`src/rtl/seg7_pkg.sv`:
```
// seg7_pkg: glyph constants, FSM state type and one-hot helpers for the 7-segment scan reader.
package seg7_pkg;
    localparam logic [6:0] GLYPH_0 = 7'h3F, GLYPH_1 = 7'h06, GLYPH_2 = 7'h5B, GLYPH_3 = 7'h4F,
                           GLYPH_4 = 7'h66, GLYPH_5 = 7'h6D, GLYPH_6 = 7'h7D, GLYPH_7 = 7'h07,
                           GLYPH_8 = 7'h7F, GLYPH_9 = 7'h6F;
    localparam logic [6:0] GLYPH_ALT_6 = 7'h7C, GLYPH_ALT_7 = 7'h27, GLYPH_ALT_9 = 7'h67;
    localparam logic [3:0] BCD_INVALID = 4'hF;

    typedef enum logic [1:0] {IDLE, SETTLE, COMMIT, HOLD} state_t;

    function automatic logic is_onehot(input logic [7:0] v);
        return (v != 8'd0) && ((v & (v - 8'd1)) == 8'd0);
    endfunction

    function automatic logic [2:0] onehot_index(input logic [7:0] v);
        logic [2:0] idx;
        idx = 3'd0;
        for (int i = 0; i < 8; i++) if (v[i]) idx = 3'(i);
        return idx;
    endfunction
endpackage

```
`src/rtl/seg7_scan_reader_if.sv`:
```
// seg7_scan_reader_if: frame output handshake (valid/ready with BCD digits, error bits, overflow flag).
interface seg7_scan_reader_if #(parameter int NDIG = 4);
    logic                out_valid;
    logic                out_ready;
    logic [4*NDIG-1:0]   bcd_out;
    logic [NDIG-1:0]     err_out;
    logic                ovf;
    modport master(output out_valid, bcd_out, err_out, ovf, input out_ready);
    modport slave(input out_valid, bcd_out, err_out, ovf, output out_ready);
endinterface

```
`src/rtl/seg7_glyph_enc.sv`:
```
// seg7_glyph_enc: 7-segment pattern -> BCD digit, invalid patterns give 4'hF with err set.
// Define SEG7_ALT_GLYPH_EN to also accept the alternate 6/7/9 glyphs.
module seg7_glyph_enc
    import seg7_pkg::*;
(
    input  logic [6:0] seg,
    output logic [3:0] bcd,
    output logic       err
);
    always_comb begin
        bcd = BCD_INVALID;
        case (seg)
            GLYPH_0: bcd = 4'd0;
            GLYPH_1: bcd = 4'd1;
            GLYPH_2: bcd = 4'd2;
            GLYPH_3: bcd = 4'd3;
            GLYPH_4: bcd = 4'd4;
            GLYPH_5: bcd = 4'd5;
            GLYPH_6: bcd = 4'd6;
            GLYPH_7: bcd = 4'd7;
            GLYPH_8: bcd = 4'd8;
            GLYPH_9: bcd = 4'd9;
`ifdef SEG7_ALT_GLYPH_EN
            GLYPH_ALT_6: bcd = 4'd6;
            GLYPH_ALT_7: bcd = 4'd7;
            GLYPH_ALT_9: bcd = 4'd9;
`else
`endif
            default: bcd = BCD_INVALID;
        endcase
    end

    assign err = (bcd == BCD_INVALID);
endmodule

```
`src/rtl/seg7_scan_reader.sv`:
```
// seg7_scan_reader: decodes a multiplexed 7-segment bus back into a frame of BCD digits.
// Glyph acceptance is switched by SEG7_ALT_GLYPH_EN inside seg7_glyph_enc.
module seg7_scan_reader
    import seg7_pkg::*;
#(
    parameter int NDIG       = 4,
    parameter int STABLE_CYC = 3
) (
    input  logic            clk,
    input  logic            rst_n,
    input  logic [6:0]      seg_in,
    input  logic [NDIG-1:0] dig_sel,
    seg7_scan_reader_if.master bus
);
    localparam int IW = $clog2(NDIG);
    localparam int CW = $clog2(STABLE_CYC + 1);
    localparam logic [CW-1:0] STABLE = CW'(STABLE_CYC);
    localparam state_t START = (STABLE_CYC == 1) ? COMMIT : SETTLE;

    logic [6:0]        seg_m, seg_s, seg_p;
    logic [NDIG-1:0]   sel_m, sel_s, sel_p;
    logic [CW-1:0]     cnt;
    state_t            state;
    logic [NDIG-1:0]   mask, frame_err;
    logic [4*NDIG-1:0] frame_bcd;
    logic              same, sel_ok, enc_err;
    logic [3:0]        enc_bcd;
    logic [IW-1:0]     idx;

    assign same   = {seg_s, sel_s} == {seg_p, sel_p};
    assign sel_ok = is_onehot(8'(sel_s));
    assign idx    = IW'(onehot_index(8'(sel_p)));

    seg7_glyph_enc u_enc (.seg(seg_p), .bcd(enc_bcd), .err(enc_err));

    always_ff @(posedge clk or negedge rst_n) begin
        if (!rst_n) begin
            {seg_m, seg_s, seg_p} <= '0;
            {sel_m, sel_s, sel_p} <= '0;
            cnt           <= '0;
            state         <= IDLE;
            mask          <= '0;
            frame_bcd     <= '0;
            frame_err     <= '0;
            bus.out_valid <= 1'b0;
            bus.bcd_out   <= '0;
            bus.err_out   <= '0;
            bus.ovf       <= 1'b0;
        end else begin
            seg_m <= seg_in;
            seg_s <= seg_m;
            sel_m <= dig_sel;
            sel_s <= sel_m;
            // seg_p/sel_p hold the sample being qualified (SETTLE) or already committed (HOLD)
            case (state)
                IDLE: if (sel_ok) begin
                    state <= START;
                    cnt   <= CW'(1);
                    seg_p <= seg_s;
                    sel_p <= sel_s;
                end
                SETTLE: begin
                    seg_p <= seg_s;
                    sel_p <= sel_s;
                    if (!same) begin
                        state <= sel_ok ? START : IDLE;
                        cnt   <= CW'(1);
                    end else if (cnt + 1'b1 == STABLE) state <= COMMIT;
                    else cnt <= cnt + 1'b1;
                end
                COMMIT: begin
                    frame_bcd[{idx, 2'b00} +: 4] <= enc_bcd;
                    frame_err[idx]               <= enc_err;
                    mask[idx]                    <= 1'b1;
                    state                        <= HOLD;
                end
                HOLD: if (!same) begin
                    state <= sel_ok ? START : IDLE;
                    cnt   <= CW'(1);
                    seg_p <= seg_s;
                    sel_p <= sel_s;
                end
                default: state <= IDLE;
            endcase
            if (bus.out_valid && bus.out_ready) begin
                bus.out_valid <= 1'b0;
                bus.ovf       <= 1'b0;
            end
            // a full mask only appears the cycle after a COMMIT, so no commit collides with this clear
            if (&mask) begin
                mask <= '0;
                if (!bus.out_valid || bus.out_ready) begin
                    bus.bcd_out   <= frame_bcd;
                    bus.err_out   <= frame_err;
                    bus.out_valid <= 1'b1;
                end else bus.ovf <= 1'b1;
            end
        end
    end
endmodule

```
`src/flat_wrapper.sv`:
```
// flat-port wrapper written by rule: the top's interface ports become plain ports
module seg7_scan_reader_flat import seg7_pkg::*;
#(
    parameter int NDIG       = 4,
    parameter int STABLE_CYC = 3
)
  (clk, rst_n, seg_in, dig_sel, bus_out_valid, bus_bcd_out, bus_err_out, bus_ovf, bus_out_ready);
  seg7_scan_reader_if #(.NDIG(NDIG)) bus_i ();
  input  logic clk;
  input  logic rst_n;
  input  logic [6:0] seg_in;
  input  logic [NDIG-1:0] dig_sel;
  output wire logic [$bits(bus_i.out_valid)-1:0] bus_out_valid;
  output wire logic [$bits(bus_i.bcd_out)-1:0] bus_bcd_out;
  output wire logic [$bits(bus_i.err_out)-1:0] bus_err_out;
  output wire logic [$bits(bus_i.ovf)-1:0] bus_ovf;
  input wire logic [$bits(bus_i.out_ready)-1:0] bus_out_ready;
  assign bus_out_valid = bus_i.out_valid;
  assign bus_bcd_out = bus_i.bcd_out;
  assign bus_err_out = bus_i.err_out;
  assign bus_ovf = bus_i.ovf;
  assign bus_i.out_ready = bus_out_ready;
  seg7_scan_reader #(.NDIG(NDIG), .STABLE_CYC(STABLE_CYC)) u_core (.clk(clk), .rst_n(rst_n), .seg_in(seg_in), .dig_sel(dig_sel), .bus(bus_i));
endmodule
```
`config.mk`:
```
export PLATFORM = sky130hd
export DESIGN_NAME = seg7_scan_reader_flat
export DESIGN_NICKNAME = d
export VERILOG_FILES = /design/src/rtl/seg7_pkg.sv /design/src/rtl/seg7_scan_reader_if.sv /design/src/rtl/seg7_glyph_enc.sv /design/src/rtl/seg7_scan_reader.sv /design/src/flat_wrapper.sv
export SDC_FILE = /design/constraint.sdc
export NUM_CORES = 1
export LEC_CHECK = 0
export BUFFER_PORTS_ARGS = -buffer_cell sky130_fd_sc_hd__buf_2
export CORE_MARGIN = 5
export CORE_UTILIZATION = 58
export CTS_CLUSTER_DIAMETER = 120
export DETAILED_ROUTE_END_ITERATION = 8
export GPL_ROUTABILITY_DRIVEN = 0
export PLACE_DENSITY = 0.79
export SKIP_LAST_GASP = 1
export SLEW_MARGIN = 20
export SYNTH_ARGS = -nofsm -noshare
export SYNTH_HDL_FRONTEND = slang
export SYNTH_SLANG_ARGS = --single-unit
```
`constraint.sdc`:
```
create_clock -name clk -period 2.66 [get_ports clk]
set_clock_uncertainty 0.05 [all_clocks]
set_input_delay 0.266 -clock clk [delete_from_list [all_inputs] [get_ports clk]]
set_output_delay 0.266 -clock clk [all_outputs]
set_load 0.02 [all_outputs]
```
**Word-level counts from Yosys, hierarchy flattened**

Cells that the tools add are included.

- Bits in registers: 83
- Input bits: 14
- Output and inout port bits: 22
- Word-level logic and storage cells: 91

- Add/subtract/negate cells: 3
- Order comparisons: 2
- Eq/ne operators: 20
- Shift-type cells: 2
- Mux-type cells: 32
- Bitwise gates (word level): 2
- Reductions and logical operators: 15

Operators by type and width:

| kind | count |
|---|---|
| 7-bit == test, second input constant | 7 |
| 4-bit case mux with 10 select lines | 1 |
| 7-bit case mux with 3 select lines | 1 |
| 2-bit 2-to-1 mux | 9 |
| 16-bit bitwise mux | 1 |
| 4-bit 2-to-1 mux | 4 |
| 4-bit by 6-bit variable shift with 16-bit output, first input constant | 1 |
| 4-bit by 6-bit indexed part select with 16-bit output | 1 |
| 7-bit by 3-bit == test with 1-bit output, second input constant | 2 |
| 7-bit 2-to-1 mux | 2 |
| 4-bit case mux with 3 select lines | 1 |
| 11-bit == test | 1 |
| 1-bit 2-to-1 mux | 9 |
| 4-bit by 8-bit bitwise AND with 8-bit output | 1 |
| 8-bit logical NOT | 1 |
| 2-bit case mux with 4 select lines | 1 |
| 4-bit AND reduction | 2 |
| 7-bit by 6-bit == test with 1-bit output, second input constant | 1 |
| 2-bit == test, second input constant | 3 |
| 3-bit != test, second input constant | 2 |
| 4-bit negation with 6-bit output | 1 |
| 2-bit case mux with 3 select lines | 1 |
| 3-bit AND reduction | 2 |
| 5-bit AND reduction | 1 |
| 18 further kinds | 20 |

**Logic depth before layout (Yosys ltp)**

- Depth after elaboration: 10
- Depth in mapped cells: 8
- Mapped depth without buffers: 8

**Hierarchy**

A second synthesis with hierarchy kept.

- Cell total of the unflattened synthesis: 300
- Area total of the unflattened synthesis: 3,633.5 um^2

Modules (own cells, without submodules):

| module | instances | cells each | area each (um^2) | seq. area each (um^2) |
|---|---|---|---|---|
| seg7_scan_reader | 1 | 268 | 3,410.8 | 2,077.0 |
| seg7_glyph_enc | 1 | 32 | 222.7 | 0.0 |

**Least setup slack after synthesis**

No wires, ideal clock.

- Path type: reg-to-reg
- Start point: register u_core.sel_p[2]
- End point: register u_core.frame_bcd[14]
- Library setup time: 0.064 ns
- Data arrival time: 1.867 ns
- Data required time: 2.546 ns
- Slack: 0.679 ns
- Stages on the path, launching flop included: 6
- Buffers on the path: 0
- Clock period less this slack: 1.981 ns
- Cell sequence: dfrtp_1 > or2_2 > ha_1 > or4b_2 > a21oi_1 > a21o_1

- Cells in the longest elaborated chain, start to end: 5

RTL lines:

| item | RTL line | RTL |
|---|---|---|
| from (decl) | seg7_scan_reader.sv:21 | `logic [NDIG-1:0] sel_m, sel_s, sel_p;` |
| from (signal assigned) | seg7_scan_reader.sv:60 | `sel_p <= sel_s;` |
| from (signal assigned) | seg7_scan_reader.sv:64 | `sel_p <= sel_s;` |
| from (signal assigned) | seg7_scan_reader.sv:81 | `sel_p <= sel_s;` |
| 2-bit 2-to-1 mux (*) (2 in a row) | seg7_pkg.sv:18 | `for (int i = 0; i < 8; i++) if (v[i]) idx = 3'(i);` |
| 4-bit negation with 6-bit output (*) | seg7_scan_reader.sv:72 | `frame_bcd[{idx, 2'b00} +: 4] <= enc_bcd;` |
| 4-bit by 6-bit indexed part select with 16-bit output / 4-bit by 6-bit variable shift with 16-bit output (equally long branches) | seg7_scan_reader.sv:72 |  |
| 16-bit bitwise mux (*) | seg7_scan_reader.sv:72 |  |
| to (signal, indexed assignment) | seg7_scan_reader.sv:72 |  |
| to (decl) | seg7_scan_reader.sv:25 | `logic [4*NDIG-1:0] frame_bcd;` |

Mark *: on every way between the ends. The rest lies on a longest branch, timed or not.
A chain may end at the register's enable or synchronous reset.

**Worst setup path in the final report**

Same ends and word-level chain as after synthesis.

==> results.md <==
Timing:
- The final period demand of the worst path is 2190 ps.
- Setup repair after global routing left no endpoint under its margin.
- The max-slew headroom at the worst pin is 62.7%.
- The setup TNS after final layout is 0 ps.
- At the pin with the least slew margin, the transition time is 554 ps.
- The final-report hold violation count is 0.
- The count of final max-slew check failures is 0.
- The number of setup violations in the final report is 0.
- Of the available clock period, the critical path in the final layout requires 82.5%.
- The highest attainable clock frequency is 0.456 GHz.

Pwr:
- In this run the power density over the cells is 814 nW/um^2.
- IR analysis of the VDD net gives a maximum drop of 0.552 mV.
- The leakage power total is 2.03 nW.

Drt:
- After detailed routing, the number of vias per cell comes to 5.62.
- Dividing the detail-routed wire length by the instance count gives 15.6 um.
- For this block, the routed nets add up to 6370 um of wire.
- For this run, design rule violations remaining after detail routing come to 0.
- The count of antenna-violating nets left after detailed routing is 0.
- The number of violations reported at the end of detailed-routing iteration 0 is 107.
- The total number of vias is 2,289.
- The count of TritonRoute iterations in the first routing pass is 4.

GRT:
- In the global route stage, met1 resource usage came out at 24.6%.
- Entering global routing, the biggest net connects 47 pins.
- The most crowded layer after global routing is met2.
- The number of antenna violations at the first check in global routing was 0.
- Global routing consumed, over all layers together, 18.5% of the routing resources.
- The first global-routing pass estimated 10,700 um of wire.
- The via count of the first global-routing pass came to 2,231.
- The global routing met2 resource utilization is 29.4%.
- The routing usage on met3 is 3.91%.
- For this run the aggregate overflow at the end of global routing stands at 0.

Logic synthesis:
- By area the synthesized netlist is led by dfrtp_1 (58%), mux2_2 (8.2%), mux2_4 (3.4%).
- Yosys mapped a number of flops with a built-in enable equal to 0.
- The post-synth net total is 300.
- Ranked by instance count, the synthesized netlist is headed by dfrtp_1 (83), mux2_2 (26), nand2_1 (21).
- The number of flip-flops and latches in the synthesized netlist is 83.
- The top cell type's share of synthesized area is 58.2%.
- The average instance area after synthesis is 12.8 sq um.
- The share of synthesized area occupied by flip-flops and latches is 58.2%.
- The number of synthesis warnings is 0.
- The leading cell type by number of instances after synthesis is dfrtp_1.
- The post-synthesis cell type count is 53.
- The netlist area before placement is 3570 sq um.
- The share of synthesized registers carrying an async set or reset is 100%.
- The synthesized instance count is 278.
- The cell taking the most area after synthesis is dfrtp_1.
- For this run, the leading register cell type out of synthesis is dfrtp_1.

Setup path:
- Walking the worst path, the cells encountered are inv_1 -> a21oi_1 -> inv_1 -> ha_1 -> nand2_1 -> or4b_2 -> a21oi_1 -> a21o_1.
- In this run the critical register-to-register path is captured at u_core.frame_bcd[14]$_DFFE_PN0P_.
- The category of the worst setup path capture point is a register.
- The slowest stage of the critical path belongs to the cell or4b_2.
- STA puts the critical path data required time at 2910 ps.
- The biggest fanout along the worst timing path is 7.
- For flop-to-flop paths, the worst setup slack is 470 ps.
- The worst setup path is launched from a register.
- The arrival time at the worst endpoint is 2440 ps.
- Among cell families on the critical path, the largest total delay comes from simple AND/OR/NAND/NOR gates.
- The path depth of the worst reg2reg path is 8.
- The delay of the slowest cell on the worst path is 690 ps.
- The critical path is of the reg2reg type.
- The source of the worst register-to-register timing path is u_core.sel_p[2]$_DFFE_PN0P_.
- Together, buffers and inverters on the worst path number 2.

CTS:
- For this design, the sink count on the clock tree is 83.
- The clock reaches the later pin of the worst-skew pair after 360 ps.
- The CTS root buffer is clkbuf_8.
- The count of buffers added by post-CTS timing repair for setup is 0.
- The clock tree synthesis step divided the H-tree into 3 levels.
- The number of hold-repair buffers added at the cts stage is 12.
- The CTS tree is yes.
- After clock tree synthesis, the clock-pin slew on the worst setup and hold paths is 90 ps.
- The number of cells upsized or downsized after cts is 0.
- TritonCTS created 9 clock buffers.
- The clock passes through at most 2 buffers.

Min path:
- The path class of the tightest hold or removal check is in2reg.
- Along the worst hold path, the cell count comes to 2.
- The startpoint of the lowest-slack hold path is bus_out_ready.
- The end point of the worst hold path is u_core.bus.out_valid$_DFF_PN0_.

Run:
- The max-capacitance violation count is 0.

Die:
- From bottom edge to top edge, the die measures 88.5 um.
- The number of primary I/O pins is 36.
- The count of standard-cell rows is 28.
- Once the floorplan was initialized, standard cells occupied 59.9% of the core.
- The total core area is 5960 sq um.
- The die boundary width is 88.5 um.
- The die footprint is 7820 sq um.

Cells and area:
- The design area is 4130 sq um.
- The number of filler cells placed in the layout is 416.
- The ratio of cells with drive above 1 in the final layout is 29.5%.
- For this run, the post-layout net count is 349.
- The area growth from synthesis to layout is 15.7%.
- The diode insertion count for antenna repair is 0.

Place:
- The instance area at placement is 3780 sq um.
- The sum of net half-perimeters after detailed placement is 4410 um.
- During placement, the flow inserted port buffers numbering 35.

Outcome:
- The run finished with clean final reports.
-- flip-flops by register name (all words and copies together), names as in the netlist, 2 cells and up, named ones only --
register            count
u_core.frame_bcd       16
u_core.sel_p            4
u_core.frame_err        4
u_core.sel_m            4
u_core.sel_s            4
u_core.seg_m            7
u_core.seg_s            7
u_core.cnt              2
u_core.bus.bcd_out     16
u_core.seg_p            7
u_core.mask             4
u_core.bus.err_out      4
-- routing by layer --
layer / vias to the layer above / part of all wire [%]
li1: 1085 / -
met1: 1134 / 45
met2: 59 / 48
met3: 11 / 5.1
met4: 0 / 1.5
met5: - / 0
-- kinds of logic (layout without fill, tap and decap cells) --
logic type / count (synthesis) / after routing / synth area share [%]
buf+inv: 23 / 77 / 3.75
flops: 83 / 83 / 58.2
xor+xnor: 13 / 13 / 3.19
fa+ha+maj: 8 / 8 / 2.80
mux: 35 / 35 / 11.8
compound gates: 60 / 60 / 12.1
simple gates: 56 / 56 / 8.17
-- metrics by stage --
step           instances  hold slack (ps)  total power [mW]  utilization, %  setup slack, ps
6_report             407             57.0              3.36            69.3              466
4_1_cts              407             46.2              3.38            69.3              465
2_1_floorplan        278            -79.6              2.21               -              679
5_1_grt              407             58.9              3.55            69.3              293
3_5_place_dp         379              251              2.33            63.4              458
3_3_place_gp         379              250              2.30            63.4              578
-- worst reg2reg max path, stage by stage, from the launching register on --
cell and delay [ps]:
dfrtp_1 420, inv_1 70, a21oi_1 160, inv_1 200
ha_1 180, nand2_1 130, or4b_2 700, a21oi_1 150
a21o_1 90
-- report_power, final --
group	switching, mW	internal, mW
logic	0.378	0.366
registers	0.211	1.37
clock network	0.473	0.564
total	1.06	2.30
-- worst max-delay path by stage --
stage | startpoint | to | slack, ps | cells past startpoint
after CTS | u_core.sel_p[2]$_DFFE_PN0P_ | u_core.frame_bcd[6]$_DFFE_PN0P_ | 460 | 6
after detailed placement | u_core.sel_p[2]$_DFFE_PN0P_ | u_core.frame_bcd[6]$_DFFE_PN0P_ | 460 | 6
after global routing | u_core.sel_p[2]$_DFFE_PN0P_ | u_core.frame_bcd[12]$_DFFE_PN0P_ | 290 | 7
after floorplan | u_core.sel_p[2]$_DFFE_PN0P_ | u_core.frame_bcd[14]$_DFFE_PN0P_ | 680 | 5
final | u_core.sel_p[2]$_DFFE_PN0P_ | u_core.frame_bcd[14]$_DFFE_PN0P_ | 470 | 8
after global placement | u_core.sel_p[2]$_DFFE_PN0P_ | u_core.frame_bcd[6]$_DFFE_PN0P_ | 580 | 6
-- placed cells by master (no fill, tap or decap), types with 9 or more instances in the layout --
master         netlist  final
dfrtp_1             83     83
buf_2                5     34
mux2_2              26     26
nand2_1             21     21
o21ai_0             13     13
a21oi_1             12     12
dlygate4sd3_1        0     12
nor2_1              11     11
xnor2_1             11     11
clkbuf_8             0     10
inv_1                9      9
-- final cells by class --
class,instances,area (sq um),share of cell area [%]
clock buffer,10,138,3.33
timing repair buffer,52,335,8.12
tap,75,93.8,2.27
inverter,9,33.8,0.818
multi-input combinational,172,1360,32.9
sequential,83,2080,50.3
clock inverter,6,93.8,2.27
Note: power is estimated with default switching activity, not from simulation.
